$ cat config.mk
export PLATFORM = sky130hd
export DESIGN_NAME = vga_pattern_gen
export DESIGN_NICKNAME = d
export VERILOG_FILES = /design/src/rtl/vga_pattern_gen.sv
export SDC_FILE = /design/constraint.sdc
export NUM_CORES = 1
export LEC_CHECK = 0
export ABC_AREA = 1
export BUFFER_PORTS_ARGS = -buffer_cell sky130_fd_sc_hd__buf_2
export CORE_ASPECT_RATIO = 0.8
export CORE_MARGIN = 2
export CORE_UTILIZATION = 37
export CTS_CLUSTER_SIZE = 24
export DETAILED_ROUTE_END_ITERATION = 12
export HOLD_SLACK_MARGIN = 0.12
export PLACE_DENSITY = 0.65
export SKIP_CTS_REPAIR_TIMING = 1
export SYNTH_ARGS = -nofsm -noshare
export SYNTH_HDL_FRONTEND = slang
export SYNTH_SLANG_ARGS = --single-unit
$ cat constraint.sdc
create_clock -name clk -period 4.02 [get_ports clk]
set_input_delay 0.603 -clock clk [delete_from_list [all_inputs] [get_ports clk]]
set_output_delay 0.603 -clock clk [all_outputs]
set_load 0.05 [all_outputs]
$ cat src/rtl/vga_pattern_gen.sv
// Registered VGA test-pattern generator: stripes, checkerboard, scrolling stripes, colour bars, solid.
// Optional build macro VGA_PATTERN_BORDER_EN forces a white one-pixel border around the active area.
module vga_pattern_gen #(
  parameter int CW          = 4,
  parameter int STRIPE_LOG2 = 4,
  parameter int HACT        = 640,
  parameter int VACT        = 480,
  parameter int SCROLL_DIV  = 1
) (
  input  logic            clk,
  input  logic            clr,
  input  logic            vidon,
  input  logic [10:0]     hc,
  input  logic [10:0]     vc,
  input  logic [2:0]      mode,
  input  logic            scroll_en,
  input  logic [3*CW-1:0] fg_color,
  input  logic [3*CW-1:0] bg_color,
  output logic [CW-1:0]   red,
  output logic [CW-1:0]   green,
  output logic [CW-1:0]   blue,
  output logic            frame_tick
);

  localparam int DW = (SCROLL_DIV > 1) ? $clog2(SCROLL_DIV) : 1;

  typedef enum logic [2:0] {
    M_HSTRIPE  = 3'd0,
    M_VSTRIPE  = 3'd1,
    M_CHECKER  = 3'd2,
    M_HSCROLL  = 3'd3,
    M_VSCROLL  = 3'd4,
    M_BARS     = 3'd5,
    M_SOLID    = 3'd6,
    M_RESERVED = 3'd7
  } mode_e;

  mode_e           r_mode;
  logic [10:0]     r_scroll;
  logic [DW-1:0]   r_div;
  logic [3*CW-1:0] r_rgb;
  logic            r_tick;

  logic            w_eof;
  logic [10:0]     w_hs;
  logic [10:0]     w_vs;
  logic [2:0]      w_bar;
  logic            w_p;
  logic [3*CW-1:0] w_rgb;

  assign w_eof = vidon && (hc == 11'(HACT - 1)) && (vc == 11'(VACT - 1));
  assign w_hs  = hc + r_scroll;
  assign w_vs  = vc + r_scroll;

  // Bar index counts how many of the seven HACT/8 thresholds the column has passed.
  always_comb begin
    w_bar = '0;
    for (int unsigned j = 1; j < 8; j++) begin
      if (32'(hc) >= j * 32'(HACT / 8))
        w_bar = w_bar + 3'd1;
    end
  end

  always_comb begin
    w_p   = 1'b0;
    w_rgb = '0;
    case (r_mode)
      M_HSTRIPE: w_p = vc[STRIPE_LOG2];
      M_VSTRIPE: w_p = hc[STRIPE_LOG2];
      M_CHECKER: w_p = hc[STRIPE_LOG2] ^ vc[STRIPE_LOG2];
      M_HSCROLL: w_p = w_vs[STRIPE_LOG2];
      M_VSCROLL: w_p = w_hs[STRIPE_LOG2];
      M_SOLID:   w_p = 1'b1;
      default:   w_p = 1'b0;
    endcase
    if (r_mode == M_BARS)
      w_rgb = {{CW{w_bar[2]}}, {CW{w_bar[1]}}, {CW{w_bar[0]}}};
    else if (r_mode != M_RESERVED)
      w_rgb = w_p ? fg_color : bg_color;
`ifdef VGA_PATTERN_BORDER_EN
    if ((hc == 11'd0) || (hc == 11'(HACT - 1)) || (vc == 11'd0) || (vc == 11'(VACT - 1)))
      w_rgb = '1;
`endif
    if (!vidon)
      w_rgb = '0;
  end

  // Mode and scroll only move at end of frame so the frame being drawn never tears.
  always_ff @(posedge clk or posedge clr) begin
    if (clr) begin
      r_rgb    <= '0;
      r_tick   <= 1'b0;
      r_mode   <= M_HSTRIPE;
      r_scroll <= '0;
      r_div    <= '0;
    end else begin
      r_rgb  <= w_rgb;
      r_tick <= w_eof;
      if (w_eof) begin
        r_mode <= mode_e'(mode);
        if (scroll_en) begin
          if (r_div == DW'(SCROLL_DIV - 1)) begin
            r_div    <= '0;
            r_scroll <= r_scroll + 11'd1;
          end else begin
            r_div <= r_div + 1'b1;
          end
        end
      end
    end
  end

  assign red        = r_rgb[3*CW-1:2*CW];
  assign green      = r_rgb[2*CW-1:CW];
  assign blue       = r_rgb[CW-1:0];
  assign frame_tick = r_tick;

endmodule

# Word-level counts from Yosys, hierarchy flattened
# Cells that the tools add are included.
# word_totals
regBits	28
inputBits	53
out_inout_bits	13
wordCells	51
# classes
addsub	10
order_cmp	7
n_eq_ne	9
muxes	13
n_bitwise	2
reduce_logical	5
# op_table
cell	count
$mux W12	4
$ge A11 B9 Y1 const B	3
$ge A11 B8 Y1 const B	2
$add A3 B1 Y3 const B	6
$mux W3	6
$add A11 B1 Y11 const B	1
$eq A11 B10 Y1 const B	1
$eq A11 B9 Y1 const B	1
$ge A11 B10 Y1 const B	1
$ge A11 B7 Y1 const B	1
$add A5 B5 Y5	2
$eq A3 B3 Y1 const B	3
$eq A3 B2 Y1 const B	2
$pmux W1 S6	1
$eq A3 B1 Y1 const B	1
$logic_not A3 Y1	1
$ne A3 B3 Y1 const B	1
$reduce_and A3 Y1	1
$logic_and A1 B1 Y1	2
$mux W1	2
$reduce_and A2 Y1	1
$add A1 B1 Y1 const B	1
$not A1 Y1	1
$xor A1 B1 Y1	1

# Logic depth before layout (Yosys ltp)
# depth
depth_word	16
mapped_depth	30
ltp_nobuf	30

# Least setup slack after synthesis
# Ideal clock, no wire load.
# synth_timing
path_kind	input to register
from	input port hc[9]
to	register r_rgb[10]
setup_ps	118
arrival_ps	3432
required_ps	3902
setup_slack_ps	470
path_stages	27
path_buffers	0
cell_sequence	inv_1 nand2_2 inv_2 nand2_1 nor2_1 nand2_1 ha_1 inv_1 nand3_1 nand2_2 nand2_2 nand2_1 ha_1 or2_1 o211ai_1 nand3_1 and2_1 ha_1 nand2_1 xor2_1 nand2_1 nand2_1 inv_1 nand2_1 nand3_1 nand2_1 nor2_1
# synth_between
elab_chain_cells	16
elab_cells_between_ends	22
classes_between	add/sub: 6; order compare: 7; mux: 9
# synth_rtl
element	line_no	text
start, declared	13	input logic [10:0] hc,
$ge A11 B7 Y1	59	if (32'(hc) >= j * 32'(HACT / 8))
$mux W1	59	
$add A3 B1 Y3	60	w_bar = w_bar + 3'd1;
$mux W3	59	
$add A3 B1 Y3	60	
$mux W3	59	
$add A3 B1 Y3	60	
$mux W3	59	
$add A3 B1 Y3	60	
$mux W3	59	
$add A3 B1 Y3	60	
$mux W3	59	
$add A3 B1 Y3	60	
$mux W3 (*)	59	
$mux W12 (*)	76	if (r_mode == M_BARS)
$mux W12 (*)	84	if (!vidon)
net w_rgb[10]	49	logic [3*CW-1:0] w_rgb;
end signal, assigned	97	r_rgb <= w_rgb;
end, declared	41	logic [3*CW-1:0] r_rgb;
# Mark *: on every way through the listed nets, which the timed path passes. The rest lies on a longest branch.
# A chain may end at the register's enable or synchronous reset.

# Worst setup path after layout
# layout_timing
from	input port hc[9]
to	register r_rgb[9]
# Same word-level chain as after synthesis.

==> impl_metrics.py <==
metrics = {
    "outcome": {
        "run_status": "complete, no violations",
    },
    "logic_synthesis": {
        "synth_area_sq_um": 2050,
        "synth_edf_count": 0,
        "postSynthNetCount": 387,
        "yosys_warnings": 0,
        "dominantRegCellSynth": "sky130_fd_sc_hd__dfrtp_1",
        "synthCells": 325,
        "netlist-cell-type-count": 32,
        "ys_ff_latch": 21,
        "async_reset_ff_frac": 1.00,
        "synth_area_per_cell_sq_um": 6.30,
        "synth_seq_area_share": 0.257,
    },
    "min_path": {
        "timing.hold.worst.class": "input pin to async pin",
    },
    "drt": {
        "drt_first_iter_violations": 119,
        "tritonroute_pass_1_iters": 4,
        "wl_per_cell_microns": 10.6,
        "highest_layer": "met4",
        "drtAntennaViolNets": 0,
        "drc_errors": 0,
        "routed_wl_microns": 4780,
        "per_cell_via_count_in_the_routed_design": 4.64,
        "wl_met2_microns": 2190,
        "met3WireLength_microns": 223,
        "routed-via-count": 2097,
        "wirelength_met1_microns": 2320,
    },
    "cts": {
        "clock_tree.htree_level_count": 1,
        "clk_pin_slew_worst_paths_ns": 0.08,
        "clock_tree.buffer_depth": 2,
        "cts_made_buffers": 3,
        "clock_tree.root_cell": "sky130_fd_sc_hd__clkbuf_8",
        "clock_sink_count": 21,
        "tritoncts": "yes",
        "clock_latency_at_the_later_pin_of_the_worst_skew_pair_ns": 0.26,
    },
    "sta": {
        "unrepaired_setup_endpoints_after_global_routing": "false",
        "maxSlewViolCount": 0,
        "finalCritPeriodShare": 0.909,
        "totalNegativeSetupSlack_ns": 0,
        "finalHoldViolCount": 0,
        "timing.final.setup_violations": 0,
        "finClkSkew_ns": 0.00851,
        "tightest_slew_ns": 1.05,
        "slew-limit-headroom": 0.301,
        "whs_ns": 0.477,
        "highest_clock_frequency_the_design_can_meet_mhz": 274,
        "period_needed_ns": 3.65,
    },
    "pwr": {
        "power.share.sequential": 0.406,
        "vdd_ir_drop_max_uv": 176,
        "share_comb_of_total_power": 0.334,
        "netSwitchingPower_w": 0.000186,
        "leakage_nw": 1.56,
        "netSwitchingFraction": 0.345,
        "cell_internal_pwr_w": 0.000353,
        "power.clock.fraction": 0.260,
        "design_power_total_w": 0.000538,
        "power_density_nw_per_um2": 219,
    },
    "placed_design": {
        "dp_cells": 448,
        "place_hpwl_microns": 4090,
        "gp_congestion": 0.903,
        "numPortBuffers": 65,
    },
    "worst_setup_path": {
        "crit_end_element": "flop",
        "critical_path_class": "input pin to flop",
        "critical_path_peak_fanout": 5,
        "worstPathRequired_ns": 4.17,
        "arrival_time_worst_endpoint_ns": 3.80,
        "category_of_the_worst_setup_path_launch_point": "input pin",
    },
    "layout": {
        "num-fill-cells": 571,
        "area_delta_synth_final_pct": 19.9,
        "multi_input_comb_area_sq_um": 1190,
        "seqCellArea_sq_um": 526,
        "num-nets-final": 450,
        "instances_no_fill": 452,
        "num_antenna_cells": 0,
        "drive_gt1_frac": 0.264,
        "fin_util": 0.454,
    },
    "run": {
        "number_of_max_cap_violations": 0,
    },
    "floorplan": {
        "io_pins": 66,
        "die_h_microns": 70.5,
        "design.die.area_sq_um": 6150,
        "core-area_sq_um": 5410,
        "placement_rows": 24,
        "initial_core_util": 0.379,
        "floorplan.die.width_microns": 87.2,
    },
    "global_routing": {
        "globalRoute.totalOverflow": 0,
        "grt_max_degree": 22,
        "grt_antenna_before_repair": 0,
        "grt_pass1_vias": 1838,
        "first_pass_grt_wire_length_microns": 8010,
        "all_layer_global_routing_usage": 0.162,
    },
}
[logic make-up (layout without fill, tap and decap cells)]
logic type                 after synthesis  after routing  share of synthesized area
buffers and inverters                   83            145                      0.162
muxes                                    4              4                     0.0220
xor gates and xnor gates                 8              8                     0.0342
AOI/OAI and AO/OA                       13             13                     0.0367
and+or+nand+nor                        187            187                      0.434
DFF                                     21             21                      0.257
adders and majority gates                9              9                     0.0550
[layout make-up]
type	count	area share
well taps	65	0.0331
clock buffers	3	0.0168
inverters	76	0.116
repair buffers	65	0.133
flip-flops and latches	21	0.214
multi-input cells	221	0.485
clock inverters	1	0.00204
[critical path, stage by stage]
cell,delay [ns]
sky130_fd_sc_hd__buf_2,0.11
sky130_fd_sc_hd__inv_1,0.08
sky130_fd_sc_hd__nand2_2,0.08
sky130_fd_sc_hd__inv_2,0.11
sky130_fd_sc_hd__nand2_1,0.08
sky130_fd_sc_hd__nor2_1,0.09
sky130_fd_sc_hd__nand2_1,0.07
sky130_fd_sc_hd__ha_1,0.34
sky130_fd_sc_hd__inv_1,0.05
sky130_fd_sc_hd__nand3_1,0.13
sky130_fd_sc_hd__nand2_2,0.09
sky130_fd_sc_hd__nand2_2,0.08
sky130_fd_sc_hd__nand2_1,0.08
sky130_fd_sc_hd__ha_1,0.28
sky130_fd_sc_hd__or2_1,0.25
sky130_fd_sc_hd__o211ai_1,0.10
sky130_fd_sc_hd__nand3_1,0.10
sky130_fd_sc_hd__and2_1,0.19
sky130_fd_sc_hd__ha_1,0.18
sky130_fd_sc_hd__nand2_1,0.10
sky130_fd_sc_hd__xor2_1,0.15
sky130_fd_sc_hd__nand2_1,0.06
sky130_fd_sc_hd__nand2_1,0.08
sky130_fd_sc_hd__inv_1,0.04
sky130_fd_sc_hd__nand2_1,0.05
sky130_fd_sc_hd__nand3_1,0.06
sky130_fd_sc_hd__nand2_1,0.13
sky130_fd_sc_hd__nor2_1,0.06
[power by group through the flow]
stage,logic [W],registers (W),clock network (W)
detailed placement,0.000180,0.000223,0
global placement,0.000177,0.000222,0
floorplan,0.000103,0.000245,0
CTS,0.000181,0.000219,0.000144
global route,0.000205,0.000219,0.000155
finish,0.000180,0.000218,0.000140
[registers in the layout, summed over array words and instances (netlist names)]
signal,flops
r_rgb,12
r_scroll,5
r_mode,3
frame_tick,1
[final timing paths]
path	start	end	slack, ns	cells after the start
worst min register to register	r_scroll[4]	r_scroll[4]	0.50	1
worst max register to register	r_mode[1]	r_rgb[2]	1.35	18
worst max-delay path	hc[9]	r_rgb[9]	0.37	28
worst min-delay path	clr	r_mode[1]	0.48	2
max in group asynchronous	clr	r_rgb[5]	3.04	2
min in group clk	r_scroll[4]	r_scroll[4]	0.50	1
[synth_stat cells (4+ instances only)]
cell / number / area, sq um
sky130_fd_sc_hd__buf_2: 4 / 20.0
sky130_fd_sc_hd__dfrtp_1: 21 / 526
sky130_fd_sc_hd__ha_1: 9 / 113
sky130_fd_sc_hd__inv_1: 69 / 259
sky130_fd_sc_hd__inv_2: 5 / 18.8
sky130_fd_sc_hd__mux2_2: 4 / 45.0
sky130_fd_sc_hd__nand2_1: 79 / 297
sky130_fd_sc_hd__nand2_2: 13 / 81.3
sky130_fd_sc_hd__nand3_1: 44 / 220
sky130_fd_sc_hd__nand4_1: 7 / 43.8
sky130_fd_sc_hd__nor2_1: 22 / 82.6
sky130_fd_sc_hd__nor2_2: 4 / 25.0
sky130_fd_sc_hd__nor3_1: 4 / 20.0
sky130_fd_sc_hd__o21ai_0: 5 / 25.0
sky130_fd_sc_hd__xor2_1: 6 / 52.6
[stage by stage]
stage          area (sq um)  setup slack, ns
2_1_floorplan          2050            0.470
3_3_place_gp           2410            0.206
3_5_place_dp           2410           0.0913
4_1_cts                2450            0.372
5_1_grt                2450          0.00267
6_report               2450            0.365
[cells in the final DEF (no fill, tap or decap), types with 4 or more instances in the layout]
cell type and n:
sky130_fd_sc_hd__nand2_1 79, sky130_fd_sc_hd__inv_1 69, sky130_fd_sc_hd__buf_2 65, sky130_fd_sc_hd__nand3_1 44
sky130_fd_sc_hd__nor2_1 22, sky130_fd_sc_hd__dfrtp_1 21, sky130_fd_sc_hd__nand2_2 13, sky130_fd_sc_hd__ha_1 9
sky130_fd_sc_hd__nand4_1 7, sky130_fd_sc_hd__xor2_1 6, sky130_fd_sc_hd__inv_2 5, sky130_fd_sc_hd__o21ai_0 5
sky130_fd_sc_hd__nor3_1 4, sky130_fd_sc_hd__nor2_2 4, sky130_fd_sc_hd__mux2_2 4
[routing by layer]
metal  vias to the layer above  track usage
li1                       1120            -
met1                       926        0.227
met2                        44        0.254
met3                         7       0.0385
met4                         0       0.0359
met5                         -            0
Note: power is estimated with default switching activity, not from simulation.
